### src/rtl/adder_pipe_pkg.sv
// Shared types and constants for the multi-lane pipelined adder.
package pa_adder_pipe;

   typedef enum logic [1:0] {
      OP_ADD  = 2'b00,
      OP_SUB  = 2'b01,
      OP_ACC  = 2'b10,
      OP_LOAD = 2'b11
   } op_e;

   localparam logic RV_C = 1'b0;

   localparam int DEF_WIDTH = 4;
   localparam int DEF_OUT_W = 7;
   localparam int DEF_LANES = 1;

   // One spare bit above the result catches carry-out and borrow.
   function automatic int ext_w(input int out_w);
      return out_w + 1;
   endfunction

endpackage

### src/rtl/adder_pipe_lane.sv
// One adder lane: extend, add/sub/accumulate, clamp or wrap, flag overflow.
module adder_pipe_lane
   import pa_adder_pipe::*;
#(
   parameter int WIDTH    = DEF_WIDTH,
   parameter int OUT_W    = DEF_OUT_W,
   parameter int SATURATE = 0
) (
   input  logic             clk,
   input  logic             reset,
   input  logic             i_en,
   input  op_e              i_op,
   input  logic [WIDTH-1:0] i_a,
   input  logic [WIDTH-1:0] i_b,
   output logic [OUT_W-1:0] o_c,
   output logic             o_ovf
);

   localparam int EW = ext_w(OUT_W);

   logic [EW-1:0]    w_a;
   logic [EW-1:0]    w_b;
   logic [EW-1:0]    w_acc;
   logic [EW-1:0]    w_r;
   logic             w_ovf;
   logic [OUT_W-1:0] w_res;
   logic [OUT_W-1:0] r_acc;
   logic [OUT_W-1:0] r_c;
   logic             r_ovf;

   assign w_a   = {{(EW-WIDTH){1'b0}}, i_a};
   assign w_b   = {{(EW-WIDTH){1'b0}}, i_b};
   assign w_acc = {1'b0, r_acc};

   always_comb begin
      w_r = '0;
      unique case (i_op)
         OP_ADD:  w_r = w_a + w_b;
         OP_SUB:  w_r = w_a - w_b;
         OP_ACC:  w_r = w_acc + w_a + w_b;
         OP_LOAD: w_r = w_a + w_b;
      endcase
   end

   // Top bit means carry-out for sums and a negative result for SUB.
   assign w_ovf = w_r[OUT_W];

   always_comb begin
      w_res = w_r[OUT_W-1:0];
      if (SATURATE != 0 && w_ovf)
         w_res = (i_op == OP_SUB) ? '0 : '1;
   end

   always_ff @(posedge clk or negedge reset) begin
      if (!reset) begin
         r_acc <= {OUT_W{RV_C}};
         r_c   <= {OUT_W{RV_C}};
         r_ovf <= 1'b0;
      end else if (i_en) begin
         r_c   <= w_res;
         r_ovf <= w_ovf;
         if (i_op == OP_ACC || i_op == OP_LOAD)
            r_acc <= w_res;
      end
   end

   assign o_c   = r_c;
   assign o_ovf = r_ovf;

endmodule

### src/rtl/adder_pipe.sv
// Two-stage valid/ready pipeline wrapping LANES independent adder lanes.
module adder_pipe
   import pa_adder_pipe::*;
#(
   parameter int WIDTH    = DEF_WIDTH,
   parameter int OUT_W    = DEF_OUT_W,
   parameter int LANES    = DEF_LANES,
   parameter int SATURATE = 0
) (
   input  logic                   clk,
   input  logic                   reset,
   input  logic                   in_valid,
   output logic                   in_ready,
   input  logic [1:0]             op,
   input  logic [LANES*WIDTH-1:0] a,
   input  logic [LANES*WIDTH-1:0] b,
   output logic                   out_valid,
   input  logic                   out_ready,
   output logic [LANES*OUT_W-1:0] c,
   output logic [LANES-1:0]       ovf
);

   logic                   r_s1_v;
   logic                   r_s2_v;
   op_e                    r_s1_op;
   logic [LANES*WIDTH-1:0] r_s1_a;
   logic [LANES*WIDTH-1:0] r_s1_b;
   logic                   w_s1_adv;
   logic                   w_s2_adv;
   logic                   w_s12;

   assign w_s2_adv = !r_s2_v || out_ready;
   assign w_s1_adv = !r_s1_v || w_s2_adv;
   assign w_s12    = r_s1_v && w_s2_adv;

   always_ff @(posedge clk or negedge reset) begin
      if (!reset) begin
         r_s1_v  <= 1'b0;
         r_s2_v  <= 1'b0;
         r_s1_op <= OP_ADD;
         r_s1_a  <= '0;
         r_s1_b  <= '0;
      end else begin
         if (w_s1_adv) begin
            r_s1_v <= in_valid;
            if (in_valid) begin
               r_s1_op <= op_e'(op);
               r_s1_a  <= a;
               r_s1_b  <= b;
            end
         end
         if (w_s2_adv)
            r_s2_v <= r_s1_v;
      end
   end

   for (genvar g = 0; g < LANES; g++) begin : g_lane
      adder_pipe_lane #(
         .WIDTH    (WIDTH),
         .OUT_W    (OUT_W),
         .SATURATE (SATURATE)
      ) u_lane (
         .clk   (clk),
         .reset (reset),
         .i_en  (w_s12),
         .i_op  (r_s1_op),
         .i_a   (r_s1_a[g*WIDTH +: WIDTH]),
         .i_b   (r_s1_b[g*WIDTH +: WIDTH]),
         .o_c   (c[g*OUT_W +: OUT_W]),
         .o_ovf (ovf[g])
      );
   end

   assign in_ready  = w_s1_adv;
   assign out_valid = r_s2_v;

endmodule

### config.mk
export PLATFORM = sky130hd
export DESIGN_NAME = adder_pipe
export DESIGN_NICKNAME = d
export VERILOG_FILES = /design/src/rtl/adder_pipe_pkg.sv /design/src/rtl/adder_pipe_lane.sv /design/src/rtl/adder_pipe.sv
export SDC_FILE = /design/constraint.sdc
export NUM_CORES = 1
export LEC_CHECK = 0
export ABC_AREA = 1
export CELL_PAD_IN_SITES_DETAIL_PLACEMENT = 1
export CELL_PAD_IN_SITES_GLOBAL_PLACEMENT = 1
export CORE_ASPECT_RATIO = 1.1
export CORE_MARGIN = 2
export CORE_UTILIZATION = 42
export DETAILED_ROUTE_END_ITERATION = 6
export PLACE_DENSITY_LB_ADDON = 0.1
export SYNTH_ARGS = -nofsm -noshare
export SYNTH_HDL_FRONTEND = slang
export SYNTH_SLANG_ARGS = --single-unit
### constraint.sdc
create_clock -name clk -period 2.4 [get_ports clk]
set_input_delay 0.36 -clock clk [delete_from_list [all_inputs] [get_ports clk]]
set_output_delay 0.36 -clock clk [all_outputs]
set_load 0.01 [all_outputs]
==> flow_summary.html <==
<table>
<tr><th>Metric</th><th>Value</th></tr>
<tr><th colspan="2">Logic synthesis</th></tr>
<tr><td>Avg Synthesized Cell Area</td><td>8.62 sq um</td></tr>
<tr><td>Count of warnings emitted by yosys</td><td>0</td></tr>
<tr><td>Biggest area consumer among synthesized cells</td><td>sky130_fd_sc_hd__dfrtp_1</td></tr>
<tr><td>Top cell type's share of synthesized area</td><td>0.363</td></tr>
<tr><td>Post-Synthesis Cell Area</td><td>~1900 sq um</td></tr>
<tr><td>Number of storage elements in the synthesis netlist</td><td>27</td></tr>
<tr><td>Cell count after synthesis</td><td>~220</td></tr>
<tr><td>Most common cell in the synthesized netlist</td><td>sky130_fd_sc_hd__nand2_1</td></tr>
<tr><td>Share of synthesized area occupied by flip-flops and latches</td><td>0.363</td></tr>
<tr><td>Cell types with the highest counts after synthesis</td><td>55 x sky130_fd_sc_hd__nand2_1, 27 x sky130_fd_sc_hd__dfrtp_1, 27 x sky130_fd_sc_hd__inv_1, 18 x sky130_fd_sc_hd__nor2_1, 15 x sky130_fd_sc_hd__ha_1</td></tr>
<tr><td>Dominant register cell in the synthesized netlist</td><td>sky130_fd_sc_hd__dfrtp_1</td></tr>
<tr><td>Post-synth net total</td><td>around 250</td></tr>
<tr><td>Proportion of synthesized flip-flops having asynchronous set or reset</td><td>1.00</td></tr>
<tr><td>Distinct cells, synth</td><td>30</td></tr>
<tr><td>Number of enable flip-flop cells after synthesis</td><td>0</td></tr>
<tr><td>Most area-consuming cells after synthesis</td><td>sky130_fd_sc_hd__dfrtp_1 36%, sky130_fd_sc_hd__nand2_1 11%, sky130_fd_sc_hd__ha_1 10%, sky130_fd_sc_hd__fa_1 7.5%, sky130_fd_sc_hd__inv_1 5.4%</td></tr>
<tr><th colspan="2">Critical path</th></tr>
<tr><td>Crit-path max cell delay</td><td>420 ps</td></tr>
<tr><td>Combined buffer and inverter count along the critical path</td><td>5</td></tr>
<tr><td>Crit path cell chain</td><td>inv_2 &gt; fa_1 &gt; inv_1 &gt; ha_2 &gt; inv_1 &gt; fa_1 &gt; inv_1 &gt; nor2_1 &gt; o21ai_0 &gt; inv_1 &gt; nand2_1 &gt; nand3_1 &gt; nand2_1</td></tr>
<tr><td>Endpoint arrival time on the critical path</td><td>2470 ps</td></tr>
<tr><td>Worst EP required</td><td>2630 ps</td></tr>
<tr><td>Max stage delay cell, worst path</td><td>sky130_fd_sc_hd__fa_1</td></tr>
<tr><td>Crit path max fanout</td><td>4</td></tr>
<tr><td>FF-to-FF setup slack</td><td>160 ps</td></tr>
<tr><td>Worst setup EP type</td><td>flip-flop</td></tr>
<tr><td>Gate family responsible for the most delay along the worst path</td><td>adder cells</td></tr>
<tr><td>CP most frequent cell</td><td>sky130_fd_sc_hd__inv_1</td></tr>
<tr><td>Startpoint type of the worst setup path</td><td>flip-flop</td></tr>
<tr><td>Type of the worst setup path</td><td>flip-flop to flip-flop</td></tr>
<tr><th colspan="2">Die</th></tr>
<tr><td>Chip height</td><td>about 74 um</td></tr>
<tr><td>Area inside the core boundary</td><td>roughly 4300 sq um</td></tr>
<tr><td>Floorplan die area</td><td>about 5000 sq um</td></tr>
<tr><td>Number of placed I/O pins</td><td>24</td></tr>
<tr><td>Site Rows</td><td>25</td></tr>
<tr><td>Starting density of the core</td><td>0.434</td></tr>
<tr><td>Die width</td><td>roughly 67 um</td></tr>
<tr><th colspan="2">Final layout</th></tr>
<tr><td>Total inserted antenna cells</td><td>0</td></tr>
<tr><td>NumNets Final</td><td>approximately 280</td></tr>
<tr><td>Utilization of the core after routing</td><td>0.521</td></tr>
<tr><td>Share of cells above drive strength 1</td><td>0.183</td></tr>
<tr><td>Post-layout instance area</td><td>~2200 sq um</td></tr>
<tr><td>Area growth from synthesis to layout</td><td>19.9%</td></tr>
<tr><td>Final cell count without fillers</td><td>300</td></tr>
<tr><th colspan="2">Place</th></tr>
<tr><td>Port Buf Inserts</td><td>23</td></tr>
<tr><td>Worst slack after detailed placement</td><td>between 50 and 60 ps</td></tr>
<tr><td>Cell area after placement</td><td>approximately 2200 sq um</td></tr>
<tr><td>Half-perimeter wire length after placement</td><td>~3400 um</td></tr>
<tr><td>Cell total after placement</td><td>approximately 290</td></tr>
<tr><td>Routability cong.</td><td>0.767</td></tr>
<tr><th colspan="2">Routing</th></tr>
<tr><td>DRC violation count after routing</td><td>0</td></tr>
<tr><td>Final routed wirelength across all metal layers</td><td>around 4200 um</td></tr>
<tr><td>Initial DRC Count</td><td>63</td></tr>
<tr><td>Detail-routed via count per cell</td><td>4.93</td></tr>
<tr><td>Routed via count</td><td>between 1000 and 1500</td></tr>
<tr><td>Routed len/inst</td><td>between 10 and 15 um</td></tr>
<tr><td>First-pass detailed-route iteration total</td><td>4</td></tr>
<tr><td>Count of nets left with antenna violations after detail routing</td><td>0</td></tr>
<tr><th colspan="2">CTS</th></tr>
<tr><td>Clock insertion delay at the later pin of the skew report</td><td>~280 ps</td></tr>
<tr><td>Maximum clock path buffer count</td><td>2</td></tr>
<tr><td>Clock-pin slew on the worst setup and hold paths</td><td>about 100 ps</td></tr>
<tr><td>TritonCTS Buffers</td><td>3</td></tr>
<tr><td>Hold Buf Count CTS</td><td>0</td></tr>
<tr><td>Total clock sinks</td><td>27</td></tr>
<tr><td>CTS tree</td><td>done</td></tr>
<tr><td>Clock tree root driver cell</td><td>sky130_fd_sc_hd__clkbuf_8</td></tr>
<tr><td>H-Tree Depth</td><td>1</td></tr>
<tr><th colspan="2">STA</th></tr>
<tr><td>Setup violators final</td><td>0</td></tr>
<tr><td>Worst slew margin relative to its limit</td><td>0.752</td></tr>
<tr><td>Worst path setup slack after routing</td><td>160 ps</td></tr>
<tr><td>RSZ-0062 raised after global routing</td><td>false</td></tr>
<tr><td>Final critical-path required period</td><td>about 2200 ps</td></tr>
<tr><td>Total Neg Setup Slack</td><td>0 ps</td></tr>
<tr><td>Fmax achieved</td><td>0.446 GHz</td></tr>
<tr><td>Final Hold Violating Endpoints</td><td>0</td></tr>
<tr><td>Worst Hold Margin</td><td>between 400 and 500 ps</td></tr>
<tr><td>Final setup skew</td><td>~7.9 ps</td></tr>
<tr><td>Share of the clock period used by the worst path after layout</td><td>0.933</td></tr>
<tr><td>Count of pins over their slew limit</td><td>0</td></tr>
<tr><td>Transition at the pin with the smallest max-transition slack</td><td>approximately 370 ps</td></tr>
<tr><th colspan="2">Power and ir drop</th></tr>
<tr><td>Power per cell area</td><td>a little over 1000 nW/um^2</td></tr>
<tr><td>Final Total Pwr</td><td>~2.3 mW</td></tr>
<tr><td>LEAKAGE</td><td>~1.1 nW</td></tr>
<tr><td>IR Drop Worst-Case VDD</td><td>about 0.00036 V</td></tr>
<tr><th colspan="2">Global routing</th></tr>
<tr><td>Remaining Overflow, GRT</td><td>0</td></tr>
<tr><td>Maximum number of pins on one net before global-route repair</td><td>28</td></tr>
<tr><td>First-pass GRT wire length</td><td>~7300 um</td></tr>
<tr><td>Vias in the first global route</td><td>about 1500</td></tr>
<tr><td>Combined global-route utilization of all metal layers</td><td>0.199</td></tr>
<tr><td>Initial antenna violation count</td><td>0</td></tr>
<tr><th colspan="2">Min path</th></tr>
<tr><td>Path type of the worst min-delay path</td><td>primary input to async pin</td></tr>
<tr><th colspan="2">Run status</th></tr>
<tr><td>Outcome</td><td>complete, no violations</td></tr>
<tr><th colspan="2">Run</th></tr>
<tr><td>Max-cap check violation count</td><td>0</td></tr>
</table>
[layout make-up]
cell class,instances,area (sq um)
Tap cell,54,67.6
Inverter,32,128
Clock inverter,1,7.51
Fill cell,532,2050
Timing Repair Buffer,28,268
Clock buffer,3,41.3
Sequential cell,27,676
Multi-Input combinational cell,155,1040
[cell usage in the layout (no fill, tap or decap), types with 2 or more instances in the layout]
master                            Yosys  routed
sky130_fd_sc_hd__nor2_2               3       3
sky130_fd_sc_hd__dfrtp_1             27      27
sky130_fd_sc_hd__inv_2                3       5
sky130_fd_sc_hd__o21ai_2              1       2
sky130_fd_sc_hd__nand2_4              2       2
sky130_fd_sc_hd__nand3_1             14      14
sky130_fd_sc_hd__nand2_2              5       6
sky130_fd_sc_hd__clkdlybuf4s50_1      0      23
sky130_fd_sc_hd__a21oi_1              8       8
sky130_fd_sc_hd__fa_1                 7       7
sky130_fd_sc_hd__inv_1               27      25
sky130_fd_sc_hd__mux2_2               3       3
sky130_fd_sc_hd__nor2_4               2       2
sky130_fd_sc_hd__nand2_1             55      54
sky130_fd_sc_hd__nor2_1              18      18
sky130_fd_sc_hd__a21oi_2              6       6
sky130_fd_sc_hd__ha_1                15      14
sky130_fd_sc_hd__o21ai_0              4       4
sky130_fd_sc_hd__clkbuf_8             0       3
sky130_fd_sc_hd__buf_4                0       5
sky130_fd_sc_hd__o221ai_1             2       2
[worst paths after layout]
kind,from,end,cells past startpoint
min in group clk,g_lane[0].u_lane.o_c[1],g_lane[0].u_lane.o_c[1],2
hold / removal,reset,g_lane[0].u_lane.o_c[1],2
setup / recovery,r_s1_b[1],g_lane[0].u_lane.r_acc[3],13
setup reg to reg,r_s1_b[1],g_lane[0].u_lane.r_acc[3],13
max in group asynchronous,reset,r_s1_op[0],2
hold reg to reg,g_lane[0].u_lane.o_c[1],g_lane[0].u_lane.o_c[1],2
[state kept, by name (all words and copies together), names as in the netlist]
register / count
g_lane.u_lane.o_ovf: 1
g_lane.u_lane.r_acc: 7
out_valid: 1
r_s1_a: 4
r_s1_op: 2
r_s1_v: 1
r_s1_b: 4
g_lane.u_lane.o_c: 7
[power breakdown]
part,leakage (nW),switching [mW],internal [mW]
combinational,0.766,0.747,0.568
clock,0.0217,0.159,0.118
sequential,0.321,0.121,0.603
total,1.11,1.03,1.29
[logic make-up after synthesis]
group / count (synthesis) / share of synthesized area
compound gates: 25 / 0.0948
xor+xnor: 1 / 0.00471
flops: 27 / 0.363
fa+ha+maj: 22 / 0.176
mux: 3 / 0.0181
buf+inv: 34 / 0.0806
simple gates: 104 / 0.263
[repair_timing]
| action | in CTS | in global routing |
|---|---|---|
| endpoints found under the setup margin | 0 | 7 |
| buffers inserted | 0 | 2 |
| gates resized for setup | 0 | 5 |
[per-layer routing]
layer,vias to the layer above,GRT usage,part of all wire
met4,0,0.0544,0.011
li1,740,-,-
met3,5,0.0322,0.031
met2,24,0.341,0.52
met5,-,0,0
met1,711,0.257,0.44
(Power assumes the default switching activity.)
==> variant, RTL diff (same settings) <==
`DEF_WIDTH`: 4 -> 6.
--- a/src/rtl/adder_pipe_pkg.sv
+++ b/src/rtl/adder_pipe_pkg.sv
@@ -12,3 +12,3 @@
 
-   localparam int DEF_WIDTH = 4;
+   localparam int DEF_WIDTH = 6;
    localparam int DEF_OUT_W = 7;
Ports: changed (resized a and b); port bits go from 24 to 28. The function was not compared with the original's and may differ.
==> variant against the unedited design <==
  * Wire length is 37% higher
  * Sequential cell count rose by 4
  * Cell count up 23%
  * Via count increased by 30%
  * Total power is 33% higher
  * Synthesized area rose by 20%
  * Clock power grew 97%
  * Cell area rose by 22%
  * Sequential share of layout area fell by 1.8 points
  * Worst setup slack lost 0.052 ns
  * Utilization increased by 1.6 points
  * Global-route usage is 2.8 points higher
  * Critical path type unchanged
  * Largest power group unchanged
==> variant: results (changes against the unedited design) <==
\begin{tabular}{lr}
\hline
Metric & Value \\
\hline
\multicolumn{2}{l}{\textbf{Critical path}} \\
\quad Crit-path max cell delay & 0.55 ns (+0.13 ns) \\
\quad Depth of the most critical reg-to-reg path & 9 (-4) \\
\quad R2R Path Start & g\_lane[0].u\_lane.r\_acc[1]\$\_DFFE\_PN0P\_ \\
\quad FF-to-FF End & g\_lane[0].u\_lane.o\_c[3]\$\_DFFE\_PN0P\_ \\
\multicolumn{2}{l}{\textbf{Detailed routing}} \\
\quad Overall via count from detail\_route & 1,922 (+30\%) \\
\quad Wire length after detailed routing & 5780 um (+37\%) \\
\multicolumn{2}{l}{\textbf{Synthesis}} \\
\quad Post-synthesis cell type count & 29 (-3.3\%) \\
\quad Largest cells by area after synthesis & dfrtp\_1 (35\%), nand2\_1 (13\%), ha\_1 (12\%), fa\_1 (8.0\%), inv\_1 (5.5\%) \\
\quad Fraction of synthesized area in multiplexers & 2.51\% (+0.70 points) \\
\quad Sequential share of the synthesized area & 34.6\% (-1.7 points) \\
\quad Area fraction in compound gates after synthesis & 8.43\% (-1.0 points) \\
\quad Leading cell types by count after synthesis & nand2\_1 (75), inv\_1 (33), dfrtp\_1 (31) \\
\multicolumn{2}{l}{\textbf{STA}} \\
\quad Worst setup skew after layout & 0.00467 ns (-0.00320 ns) \\
\multicolumn{2}{l}{\textbf{Global routing}} \\
\quad Total Routing Usage GR & 22.7\% (+2.8 points) \\
\quad Wire length of the first global-routing pass & 9850 um (+35\%) \\
\quad Via count of the first global-routing pass & 2,006 (+31\%) \\
\multicolumn{2}{l}{\textbf{Layout}} \\
\quad Filler cell count in the final layout & 617 (+16\%) \\
\quad Core occupancy in the finished layout & 53.7\% (+1.6 points) \\
\quad Share of layout cells above drive strength 1 & 11.9\% (-6.4 points) \\
\multicolumn{2}{l}{\textbf{Clock network}} \\
\quad Clock-pin slew of the registers on the worst-case setup and hold paths & 0.07 ns (-0.03 ns) \\
\quad Number of H-tree branching levels & 2 (+1) \\
\quad TritonCTS buffer count & 5 (+2) \\
\multicolumn{2}{l}{\textbf{Placed design}} \\
\quad Port Buf Inserts & 27 (+17\%) \\
\quad Hpwl dp & 4640 um (+36\%) \\
\quad Placer congestion estimate & 0.835 (+8.8\%) \\
\multicolumn{2}{l}{\textbf{Run status}} \\
\quad Outcome & complete, no violations \\
\multicolumn{2}{l}{\textbf{Power}} \\
\quad Peak supply drop & 0.470 mV (+30\%) \\
\hline
\end{tabular}
-- variant: cell count changes in the layout (fill, tap and decap cells not counted), sizes merged, moves of 3 or more --
cell | before | now
a21oi | 15 | 18
inv | 32 | 37
dfrtp | 27 | 31
clkdlybuf4s50 | 23 | 27
nand4 | 1 | 6
nand3 | 15 | 27
nand2 | 62 | 77
clkbuf | 3 | 6
ha | 15 | 21
-- variant: worst max path at each step --
stage                                       endpoint  depth (start not counted)  slack (ns)                             startpoint
2_1_floorplan  g_lane[0].u_lane.r_acc[5]$_DFFE_PN0P_                         12        0.16                  r_s1_b[1]$_DFFE_PN0P_
3_5_place_dp     g_lane[0].u_lane.o_c[5]$_DFFE_PN0P_                         12        0.03  g_lane[0].u_lane.r_acc[1]$_DFFE_PN0P_
6_report         g_lane[0].u_lane.o_c[3]$_DFFE_PN0P_                          9        0.11  g_lane[0].u_lane.r_acc[1]$_DFFE_PN0P_
5_1_grt          g_lane[0].u_lane.o_c[3]$_DFFE_PN0P_                          9       0.002  g_lane[0].u_lane.r_acc[1]$_DFFE_PN0P_
4_1_cts        g_lane[0].u_lane.r_acc[5]$_DFFE_PN0P_                         12        0.02  g_lane[0].u_lane.r_acc[1]$_DFFE_PN0P_
3_3_place_gp     g_lane[0].u_lane.o_c[5]$_DFFE_PN0P_                         12         0.1  g_lane[0].u_lane.r_acc[1]$_DFFE_PN0P_
-- variant: cell type report --
class | count | area share [%]
Inverter | 37 | 5.20
Multi-Input combinational cell | 203 | 48.0
Clock buffer | 6 | 3.03
Tap cell | 58 | 2.67
Clock inverter | 2 | 1.29
Timing Repair Buffer | 32 | 11.3
Sequential cell | 31 | 28.5
-- variant: metal layers --
metal / vias up / share of wire [%] / GRT usage [%]
met3: 6 / 2.3 / 4.14
li1: 953 / - / -
met1: 938 / 48 / 31.3
met5: - / 0 / 0
met4: 0 / 1.6 / 7.64
met2: 25 / 48 / 35.5
-- variant: metrics by stage --
step                hold WS (ns)  instance area (sq um)  setup WS [ns]  cells
finish                     0.460                   2720          0.108    369
global route               0.503                   2720        0.00206    369
CTS                        0.485                   2700         0.0249    368
detailed placement         0.472                   2580         0.0280    360
global placement           0.464                   2580         0.0977    360
floorplan                 0.0644                   2240          0.157    275
-- variant: power breakdown --
| group | switching [W] | internal [W] |
|---|---|---|
| combinational | 0.000995 | 0.000715 |
| clock | 0.000211 | 0.000336 |
| sequential | 0.000133 | 0.000684 |
| total | 0.00134 | 0.00173 |
-- variant: kinds of logic after synthesis --
family / Yosys count
fa+ha+maj: 30
compound gates: 31
simple gates: 134
buf+inv: 41
xor+xnor: 3
flops: 31
mux: 5
-- variant: repair_timing --
item                       in CTS  in global routing
setup buffers                   0                  1
setup endpoints to repair       0                  4
resized for setup               0                  4
